===== src/rtl/chunked_magnitude_comparator.sv =====
// Multi-cycle wide-operand magnitude comparator: scans CHUNK_WIDTH-bit slices MSB-first,
// optionally stopping at the first differing slice, with valid/ready on both sides.
module chunked_magnitude_comparator #(
    parameter int WIDTH       = 64,
    parameter int CHUNK_WIDTH = 16,
    parameter int EARLY_EXIT  = 1
) (
    input  logic             clk,
    input  logic             rst_n,
    input  logic             in_valid,
    output logic             in_ready,
    input  logic [WIDTH-1:0] a,
    input  logic [WIDTH-1:0] b,
    input  logic [2:0]       op_sel,
    input  logic             signed_mode,
    output logic             out_valid,
    input  logic             out_ready,
    output logic             result,
    output logic             eq_flag,
    output logic             lt_flag,
    output logic             gt_flag,
    output logic             op_err
);
    localparam int NUM_CHUNKS = WIDTH / CHUNK_WIDTH;
    localparam int IDX_W      = (NUM_CHUNKS > 1) ? $clog2(NUM_CHUNKS) : 1;
    localparam logic [IDX_W-1:0] IDX_MAX  = IDX_W'(NUM_CHUNKS - 1);
    localparam logic [WIDTH-1:0] MSB_MASK = {1'b1, {(WIDTH-1){1'b0}}};

    typedef enum logic [1:0] {IDLE, CMP, DONE} state_t;

    state_t           state_q, state_d;
    logic [IDX_W-1:0] idx_q, idx_d;
    logic [WIDTH-1:0] a_q, a_d, b_q, b_d;
    logic [2:0]       op_q, op_d;
    logic             hit_q, hit_d;
    logic             lt_q, lt_d, gt_q, gt_d, eq_q, eq_d;
    logic             res_q, res_d, err_q, err_d;

    logic [NUM_CHUNKS-1:0] chunk_lt, chunk_gt;
    logic                  cur_lt, cur_gt, fin_lt, fin_gt;

    // Operands are stored offset-binary in signed mode, so every slice compare is unsigned.
    for (genvar i = 0; i < NUM_CHUNKS; i++) begin : g_chunk
        assign chunk_lt[i] = a_q[i*CHUNK_WIDTH +: CHUNK_WIDTH] < b_q[i*CHUNK_WIDTH +: CHUNK_WIDTH];
        assign chunk_gt[i] = a_q[i*CHUNK_WIDTH +: CHUNK_WIDTH] > b_q[i*CHUNK_WIDTH +: CHUNK_WIDTH];
    end

    function automatic logic op_result(input logic [2:0] op, input logic eq,
                                       input logic lt, input logic gt);
        case (op)
            3'b000:  op_result = eq;
            3'b001:  op_result = !eq;
            3'b010:  op_result = lt;
            3'b011:  op_result = lt | eq;
            3'b100:  op_result = gt;
            3'b101:  op_result = gt | eq;
            default: op_result = 1'b0;
        endcase
    endfunction

    assign in_ready  = rst_n && (state_q == IDLE);
    assign out_valid = (state_q == DONE);
    assign result    = out_valid & res_q;
    assign eq_flag   = out_valid & eq_q;
    assign lt_flag   = out_valid & lt_q;
    assign gt_flag   = out_valid & gt_q;
    assign op_err    = out_valid & err_q;

    always_comb begin
        state_d = state_q;
        idx_d   = idx_q;
        a_d     = a_q;
        b_d     = b_q;
        op_d    = op_q;
        hit_d   = hit_q;
        lt_d    = lt_q;
        gt_d    = gt_q;
        eq_d    = eq_q;
        res_d   = res_q;
        err_d   = err_q;
        cur_lt  = chunk_lt[idx_q];
        cur_gt  = chunk_gt[idx_q];
        // Without early exit the first differing slice decides; later slices only burn cycles.
        fin_lt  = hit_q ? lt_q : cur_lt;
        fin_gt  = hit_q ? gt_q : cur_gt;
        case (state_q)
            IDLE: begin
                if (in_valid && in_ready) begin
                    a_d     = signed_mode ? (a ^ MSB_MASK) : a;
                    b_d     = signed_mode ? (b ^ MSB_MASK) : b;
                    op_d    = op_sel;
                    idx_d   = IDX_MAX;
                    hit_d   = 1'b0;
                    lt_d    = 1'b0;
                    gt_d    = 1'b0;
                    eq_d    = 1'b0;
                    state_d = CMP;
                end
            end
            CMP: begin
                if (!hit_q && (cur_lt || cur_gt)) begin
                    hit_d = 1'b1;
                    lt_d  = cur_lt;
                    gt_d  = cur_gt;
                end
                if (idx_q == '0 || (EARLY_EXIT != 0 && (cur_lt || cur_gt))) begin
                    lt_d    = fin_lt;
                    gt_d    = fin_gt;
                    eq_d    = !(fin_lt || fin_gt);
                    res_d   = op_result(op_q, !(fin_lt || fin_gt), fin_lt, fin_gt);
                    err_d   = op_q[2] & op_q[1];
                    state_d = DONE;
                end else begin
                    idx_d = idx_q - 1'b1;
                end
            end
            DONE: begin
                if (out_ready) begin
                    idx_d   = IDX_MAX;
                    state_d = IDLE;
                end
            end
            default: state_d = IDLE;
        endcase
    end

    always_ff @(posedge clk) begin
        if (!rst_n) begin
            state_q <= IDLE;
            idx_q   <= IDX_MAX;
            a_q     <= '0;
            b_q     <= '0;
            op_q    <= '0;
            hit_q   <= 1'b0;
            lt_q    <= 1'b0;
            gt_q    <= 1'b0;
            eq_q    <= 1'b0;
            res_q   <= 1'b0;
            err_q   <= 1'b0;
        end else begin
            state_q <= state_d;
            idx_q   <= idx_d;
            a_q     <= a_d;
            b_q     <= b_d;
            op_q    <= op_d;
            hit_q   <= hit_d;
            lt_q    <= lt_d;
            gt_q    <= gt_d;
            eq_q    <= eq_d;
            res_q   <= res_d;
            err_q   <= err_d;
        end
    end
endmodule

===== config.mk =====
export PLATFORM = sky130hd
export DESIGN_NAME = chunked_magnitude_comparator
export DESIGN_NICKNAME = d
export VERILOG_FILES = /design/src/rtl/chunked_magnitude_comparator.sv
export SDC_FILE = /design/constraint.sdc
export NUM_CORES = 1
export LEC_CHECK = 0
export CAP_MARGIN = 25
export CORE_UTILIZATION = 40
export CTS_BUF_LIST = sky130_fd_sc_hd__clkbuf_8 sky130_fd_sc_hd__clkbuf_16
export DETAILED_ROUTE_END_ITERATION = 7
export GPL_ROUTABILITY_DRIVEN = 0
export PLACE_DENSITY = 0.69
export SETUP_SLACK_MARGIN = 0.1
export SKIP_LAST_GASP = 1
export SLEW_MARGIN = 25
export SYNTH_ARGS = -nofsm -noshare
export SYNTH_HDL_FRONTEND = slang
export SYNTH_SLANG_ARGS = --single-unit

===== constraint.sdc =====
create_clock -name clk -period 3.3 [get_ports clk]
set_input_delay 0.33 -clock clk [delete_from_list [all_inputs] [get_ports clk]]
set_output_delay 0.33 -clock clk [all_outputs]
set_load 0.02 [all_outputs]

==> results of run 1 <==
## layout by cell type (no fill, tap or decap), types with 2 or more instances in the layout
cell / n
nand2_1: 221
dfxtp_1: 141
clkdlybuf4s50_1: 141
inv_1: 81
nand3_1: 74
ha_1: 65
o31ai_1: 64
a21oi_1: 31
clkbuf_16: 17
nand4_1: 16
o21ai_0: 16
nor2_1: 14
nor3_1: 6
and3_1: 6
a211oi_1: 5
o211ai_1: 5
nor2b_1: 4
a31oi_1: 4
clkbuf_8: 4
buf_4: 4
nand4_2: 3
a21o_1: 3
a22oi_1: 3
clkinv_2: 3
a2111oi_0: 2
a21boi_0: 2
o211a_1: 2
xnor2_1: 2
or2b_1: 2
or4_1: 2
bufinv_16: 2
buf_12: 2
## per-layer routing
layer | vias to the layer above | global-route usage, % | part of all wire [%]
met5 | - | 0 | 0
met1 | 2731 | 25.8 | 48
met3 | 27 | 4.58 | 4.8
met4 | 0 | 8.56 | 2.3
li1 | 3126 | - | -
met2 | 151 | 32.4 | 45
## kinds of logic (layout without fill, tap and decap cells)
| kind of cell | after synthesis | count (layout) | synth area share (%) |
|---|---|---|---|
| and+or+nand+nor | 362 | 362 | 24.3 |
| AOI/OAI and AO/OA | 147 | 147 | 14.8 |
| DFF | 141 | 141 | 41.5 |
| buffers and inverters | 126 | 257 | 7.18 |
| adders and majority gates | 65 | 65 | 12.0 |
| xor gates and xnor gates | 2 | 2 | 0.258 |
## flip-flops by register name (all words and copies together) (netlist names)
| register | flops |
|---|---|
| op_q | 3 |
| idx_q | 2 |
| eq_q | 1 |
| hit_q | 1 |
| a_q | 64 |
| err_q | 1 |
| res_q | 1 |
| b_q | 64 |
| gt_q | 1 |
| state_q | 2 |
| lt_q | 1 |
## layout make-up
class                      instances  area, sq um
inverter                          77          289
timing repair buffer             148         1490
clock buffer                      21          480
clock inverter                    11          101
fill                            1616         7630
tap                              220          275
multi-input combinational        576         3490
sequential                       141         2820
## per-stage QoR
| stage | utilization, % | hold WS, ps |
|---|---|---|
| 6_report | 54.0 | 434 |
| 5_1_grt | 54.0 | 429 |
| 2_1_floorplan | - | 429 |
| 3_5_place_dp | 50.5 | 449 |
| 4_1_cts | 54.0 | 427 |
| 3_3_place_gp | 50.5 | 446 |
## worst max-delay path: cells and delay by family (launching register included)
family / cells / cell delay, ps
AO/OA/AOI/OAI: 7 / 1830
flip-flops: 1 / 310
adder cells (fa/ha/maj): 1 / 310
AND/OR/NAND/NOR: 1 / 230
buffers and inverters: 1 / 60
## power by group
part / internal (mW) / switching, mW / leakage (nW)
sequential: 1.84 / 0.0634 / 1.16
clock: 1.17 / 0.703 / 0.305
combinational: 0.395 / 0.428 / 2.42
total: 3.41 / 1.19 / 3.88
## worst max path at each step
stage                         startpoint                  to  slack, ps  cells past startpoint
CTS                 b_q[46]$_SDFFE_PN0P_  res_q$_SDFFE_PN0P_        460                     10
detailed placement  b_q[30]$_SDFFE_PN0P_  res_q$_SDFFE_PN0P_        480                     10
floorplan           b_q[30]$_SDFFE_PN0P_  res_q$_SDFFE_PN0P_        760                     10
global route        b_q[37]$_SDFFE_PN0P_  res_q$_SDFFE_PN0P_        180                     10
finish              b_q[39]$_SDFFE_PN0P_  res_q$_SDFFE_PN0P_        450                     10
global placement    b_q[30]$_SDFFE_PN0P_  res_q$_SDFFE_PN0P_        470                     10
==> results by group, run 1 <==
Synth
  – Ys async rst share: 0%
  – Distinct cells, synth: 53
  – Count leader, synth: nand2_1
  – Post-synth top cells: nand2_1, dfxtp_1, inv_1
  – Synth Instances: 843
  – Cells taking the most area after synthesis: dfxtp_1, nand2_1, ha_1
  – Synth area leader: dfxtp_1
  – Post-synth EDFFs: 0
  – Top cell type's share of synthesized area: 41.5%
  – Syn Std Cell Area: 6800 sq um
  – Syn Area/Cell: 8.07 sq um
  – Yosys warning total: 0
  – Number of register bits inferred by synthesis: 141
  – Post-synth top flop: dfxtp_1
  – Sequential element share of the synthesized area: 41.5%
  – Syn Nets: 1044

Worst setup path
  – Crit-path cells: inv_1 -> ha_1 -> a21oi_1 -> o21ai_0 -> a2111oi_0 -> o211ai_1 -> nand4_1 -> a31oi_1 -> o41a_1 -> o311a_1
  – Critical Path RT: 3620 ps
  – Worst Setup End Kind: register
  – Reg-to-reg endpoint: res_q$_SDFFE_PN0P_
  – RR Startpoint: b_q[39]$_SDFFE_PN0P_
  – Crit Path Max Fanout: 4
  – Slowest CP cell: a2111oi_0
  – CP startpoint kind: register
  – R2R setup slack: 450 ps
  – CP max stage delay: 430 ps
  – Worst R2R Path Depth: 10
  – Crit path DAT: 3160 ps
  – CP Class: register to register

Clock tree
  – Clock latency on the worst-skew pair: 430 ps
  – Post CTS Setup Buffer Count: 0
  – Post-CTS Resized: 0
  – Clock transition at path regs: 60 ps
  – TritonCTS Sinks: 141
  – Root Driver: clkbuf_16
  – Hold_buf cts: 0
  – CTS H-tree lvls: 4
  – TritonCTS Buffers: 17
  – CTS tree: built
  – Clock tree buffer depth: 2

STA
  – Slew @ Worst Pin: 868 ps
  – RSZ-0062 raised after global routing: no
  – Final TNS setup: 0 ps
  – Final hold vios: 0
  – Final worst slack: 455 ps
  – Crit path time final: 2850 ps
  – Setup violations, final: 0
  – Max-slew violations: 0
  – Fmax achieved: 0.351 GHz
  – Slew margin rel.: 42.1%
  – Final period util: 86.2%
  – Worst Skew: 9.65 ps

Routing
  – Post-route ant nets: 0
  – Routed vias/inst: 5.05
  – Drt drc: 0
  – DR WL/cell: 13.9 microns
  – 1st-iter DRT viols: 264
  – Vias: 6035
  – 1st-pass router iterations: 5
  – Drt total wl: 16600 microns

Floorplanning
  – # IOs: 143
  – CORE AREA: 16600 sq um
  – Die H: 132 microns
  – Initial core utilization: 41.0%
  – Die width: 132 microns
  – DIE AREA: 17500 sq um
  – Row Count: 47

Cells and area
  – Non-Filler Instances: 1194
  – Area growth, synth to finish: 31.6%
  – Antenna Cells: 0
  – Design Area, Final: 8950 sq um
  – Nets: 1162
  – Share of layout cells above drive strength 1: 4.93%

GRT
  – Vias in the first global route: 5884
  – Pin count of the biggest net entering global routing: 86
  – Initial antenna violation count: 0
  – Total gr overflow: 0
  – GRT Overall Usage: 20.1%
  – Global-route wire length before repair: 28200 microns

Pwr
  – Pwr Total: 4.60 mW
  – P_leak: 3.88 nW
  – Worst vdd ir: 379 uV
  – Pwr per Cell Area: 514 nW/um^2

Worst hold path
  – WHS Endpoint: a_q[13]$_SDFFE_PN0P_
  – Worst Hold Class: input pin to register
  – Hold Path Depth: 3
  – Min-Delay Startpoint: a[13]

Outcome
  – Outcome: finished, final reports clean

Placement
  – # placed instances: 1162
  – # port buffers: 142
  – Dpl ws: 485 ps
  – DP Area: 8370 sq um
  – Detailed Place HPWL: 11500 microns

Run
  – Max-capacitance violation count: 0
(Power assumes the default switching activity.)
==> run 2, diff against run 1 <==
--- a/config.mk
+++ b/config.mk
@@ -5,7 +5,7 @@
 export SDC_FILE = /design/constraint.sdc
 export NUM_CORES = 1
 export LEC_CHECK = 0
-export CAP_MARGIN = 25
+export CAP_MARGIN = 10
 export CORE_UTILIZATION = 40
 export CTS_BUF_LIST = sky130_fd_sc_hd__clkbuf_8 sky130_fd_sc_hd__clkbuf_16
 export DETAILED_ROUTE_END_ITERATION = 7
==> results of run 2 <==
The final DEF is identical to that of run 1; final timing and power are the same.
==> run 3, diff against run 2 <==
--- a/config.mk
+++ b/config.mk
@@ -9,8 +9,9 @@
 export CORE_UTILIZATION = 40
 export CTS_BUF_LIST = sky130_fd_sc_hd__clkbuf_8 sky130_fd_sc_hd__clkbuf_16
 export DETAILED_ROUTE_END_ITERATION = 7
+export DONT_BUFFER_PORTS = 1
 export GPL_ROUTABILITY_DRIVEN = 0
-export PLACE_DENSITY = 0.69
+export PLACE_DENSITY = 0.58
 export SETUP_SLACK_MARGIN = 0.1
 export SKIP_LAST_GASP = 1
 export SLEW_MARGIN = 25
==> run 3 against run 2 <==
Net effect:
- non-clock buffer count down 120
- sequential power about the same
- maximum frequency down 2.2%
- via count down 7.9%
- register-to-register slack worse by 60 ps
- die area unchanged
- flip-flop and latch count unchanged
- largest cell class unchanged
- clock power up 21%
- power up 5.3%
- first-iteration DRC count down 12%
- critical endpoint unchanged
- worst hold slack worse by 420 ps
- critical path depth down 1
==> results by group, run 3 (synthesized netlist as in run 1, its figures left out) <==
Routing
  – Routed vias/inst: 5.18 (was 5.05)
  – Post-route ant nets: 0 (unchanged)
  – Drt total wl: 16300 microns (was 16600 microns)
  – 1st-iter DRT viols: 232 (was 264)
  – 1st-pass router iterations: 4 (was 5)
  – Drt drc: 0 (unchanged)
  – DR WL/cell: 15.1 microns (was 13.9 microns)
  – Vias: 5559 (was 6035)

Worst setup path
  – Critical Path RT: 3600 ps (was 3620 ps)
  – Worst Setup End Kind: register (unchanged)
  – Worst Setup SP: b_q[63]$_SDFFE_PN0P_ (was b_q[39]$_SDFFE_PN0P_)
  – Crit Path Max Fanout: 4 (unchanged)
  – CP Class: register to register (unchanged)
  – RR Startpoint: b_q[63]$_SDFFE_PN0P_ (was b_q[39]$_SDFFE_PN0P_)
  – Crit path DAT: 3210 ps (was 3160 ps)
  – CP startpoint kind: register (unchanged)

GRT
  – Pin count of the biggest net entering global routing: 76 (was 86)
  – Vias in the first global route: 5395 (was 5884)
  – GRT Overall Usage: 19.6% (was 20.1%)
  – Total gr overflow: 0 (unchanged)
  – Global-route wire length before repair: 27000 microns (was 28200 microns)
  – Initial antenna violation count: 0 (unchanged)

Placement
  – Dpl ws: 417 ps (was 485 ps)
  – # port buffers: 0 (was 142)
  – Detailed Place HPWL: 11100 microns (was 11500 microns)

Clock tree
  – Post CTS Setup Buffer Count: 0 (unchanged)
  – Clock tree buffer depth: 2 (unchanged)
  – TritonCTS Sinks: 141 (unchanged)
  – Clock latency on the worst-skew pair: 420 ps (was 430 ps)
  – Clock transition at path regs: 60 ps (about the same)
  – Root Driver: clkbuf_16 (unchanged)
  – CTS H-tree lvls: 4 (unchanged)
  – CTS tree: built (unchanged)
  – TritonCTS Buffers: 17 (unchanged)

Floorplanning
  – # IOs: 143 (unchanged)
  – Die H: 132 microns (unchanged)
  – Row Count: 47 (unchanged)
  – DIE AREA: 17500 sq um (unchanged)
  – Die width: 132 microns (unchanged)
  – Initial core utilization: 41.0% (unchanged)
  – CORE AREA: 16600 sq um (unchanged)

STA
  – Fmax achieved: 0.344 GHz (was 0.351 GHz)
  – Setup violations, final: 0 (unchanged)
  – Final hold vios: 0 (unchanged)
  – Final TNS setup: 0 ps (unchanged)
  – Slew margin rel.: 42.3% (was 42.1%)
  – RSZ-0062 raised after global routing: no (unchanged)
  – Max-slew violations: 0 (unchanged)
  – Worst Skew: 7.49 ps (was 9.65 ps)
  – Slew @ Worst Pin: 865 ps (was 868 ps)
  – Crit path time final: 2910 ps (was 2850 ps)
  – Smallest hold slack: 19.0 ps (was 434 ps)
  – Final period util: 88.1% (was 86.2%)
  – Final worst slack: 392 ps (was 455 ps)

Worst hold path
  – Min-Delay Startpoint: a[9] (was a[13])
  – Worst Hold Class: input pin to register (unchanged)

Cells and area
  – Top Registers: a_q: 64 flops, b_q: 64 flops, op_q: 3 flops (unchanged)
  – Antenna Cells: 0 (unchanged)
  – Most frequent cells in the layout: nand2_1, dfxtp_1, inv_1 (was nand2_1, dfxtp_1, clkdlybuf4s50_1)
  – Share of layout cells above drive strength 1: 6.21% (was 4.93%)
  – Fillcell total: 1680 (was 1616)
  – Commonest non-fill, non-tap cell in the layout: nand2_1 (unchanged)
  – Area growth, synth to finish: 15.8% (was 31.6%)
  – Nets: 1042 (was 1162)

Outcome
  – Outcome: finished, final reports clean (unchanged)

Run
  – Max-capacitance violation count: 0 (unchanged)

Pwr
  – Worst vdd ir: 345 uV (was 379 uV)
  – Pwr per Cell Area: 615 nW/um^2 (was 514 nW/um^2)
  – P_leak: 3.45 nW (was 3.88 nW)
  – Pwr Total: 4.84 mW (was 4.60 mW)
==> run 3: changes by cell type in the layout (fill, tap and decap cells not counted), sizes merged <==
cell           change
clkbuf             -3
clkdlybuf4s50    -141
inv                -4
dlygate4sd3       +21
clkinvlp           +2
bufinv             +5
==> run 3: layout make-up <==
| class | instances | area (sq um) | share of cell area [%] |
|---|---|---|---|
| clock buffers | 18 | 439 | 5.58 |
| clock inverters | 14 | 264 | 3.35 |
| inverters | 77 | 289 | 3.67 |
| multi-input cells | 576 | 3490 | 44.4 |
| flip-flops and latches | 141 | 2820 | 35.9 |
| well taps | 220 | 275 | 3.50 |
| repair buffers | 28 | 288 | 3.66 |
==> run 3: path summary, 6_finish.rpt <==
kind                               end  slack [ps]  cells after the start
setup / recovery    res_q$_SDFFE_PN0P_         390                      9
hold / removal     a_q[9]$_SDFFE_PN0P_          20                      2
setup reg to reg    res_q$_SDFFE_PN0P_         390                      9
hold reg to reg   a_q[11]$_SDFFE_PN0P_         460                      2
==> run 3: critical path, stage by stage, from the launching register on <==
cell     delay, ps
dfxtp_1        330
inv_1           40
ha_1           280
nand4_1        170
nor4_1         560
a21bo_2        270
nand4_1        170
and4b_1        260
o41a_1         360
o311a_1        340
==> run 3: stage by stage <==
stage | utilization [%] | area, sq um | std cells
6_report | 47.5 | 7870 | 1074
3_5_place_dp | 42.0 | 6960 | 1021
2_1_floorplan | - | 6800 | 843
4_1_cts | 47.5 | 7870 | 1074
3_3_place_gp | 42.0 | 6960 | 1021
5_1_grt | 47.5 | 7870 | 1074
==> run 3: timing repair <==
| item | in CTS | in global routing |
|---|---|---|
| hold buffers | 21 | 0 |
| hold endpoints to repair | 22 | 0 |
| resized for setup | 0 | 0 |
==> run 3: layer usage <==
layer / GRT usage (%) / share of wire, %
met2: 31.2 / 45
met1: 26.3 / 49
met3: 5.11 / 5.0
met4: 5.17 / 0.79
met5: 0 / 0
==> run 3: power by group <==
group | internal (mW) | switching [mW]
Combinational | 0.272 | 0.393
Sequential | 1.84 | 0.0646
Clock | 1.52 | 0.758
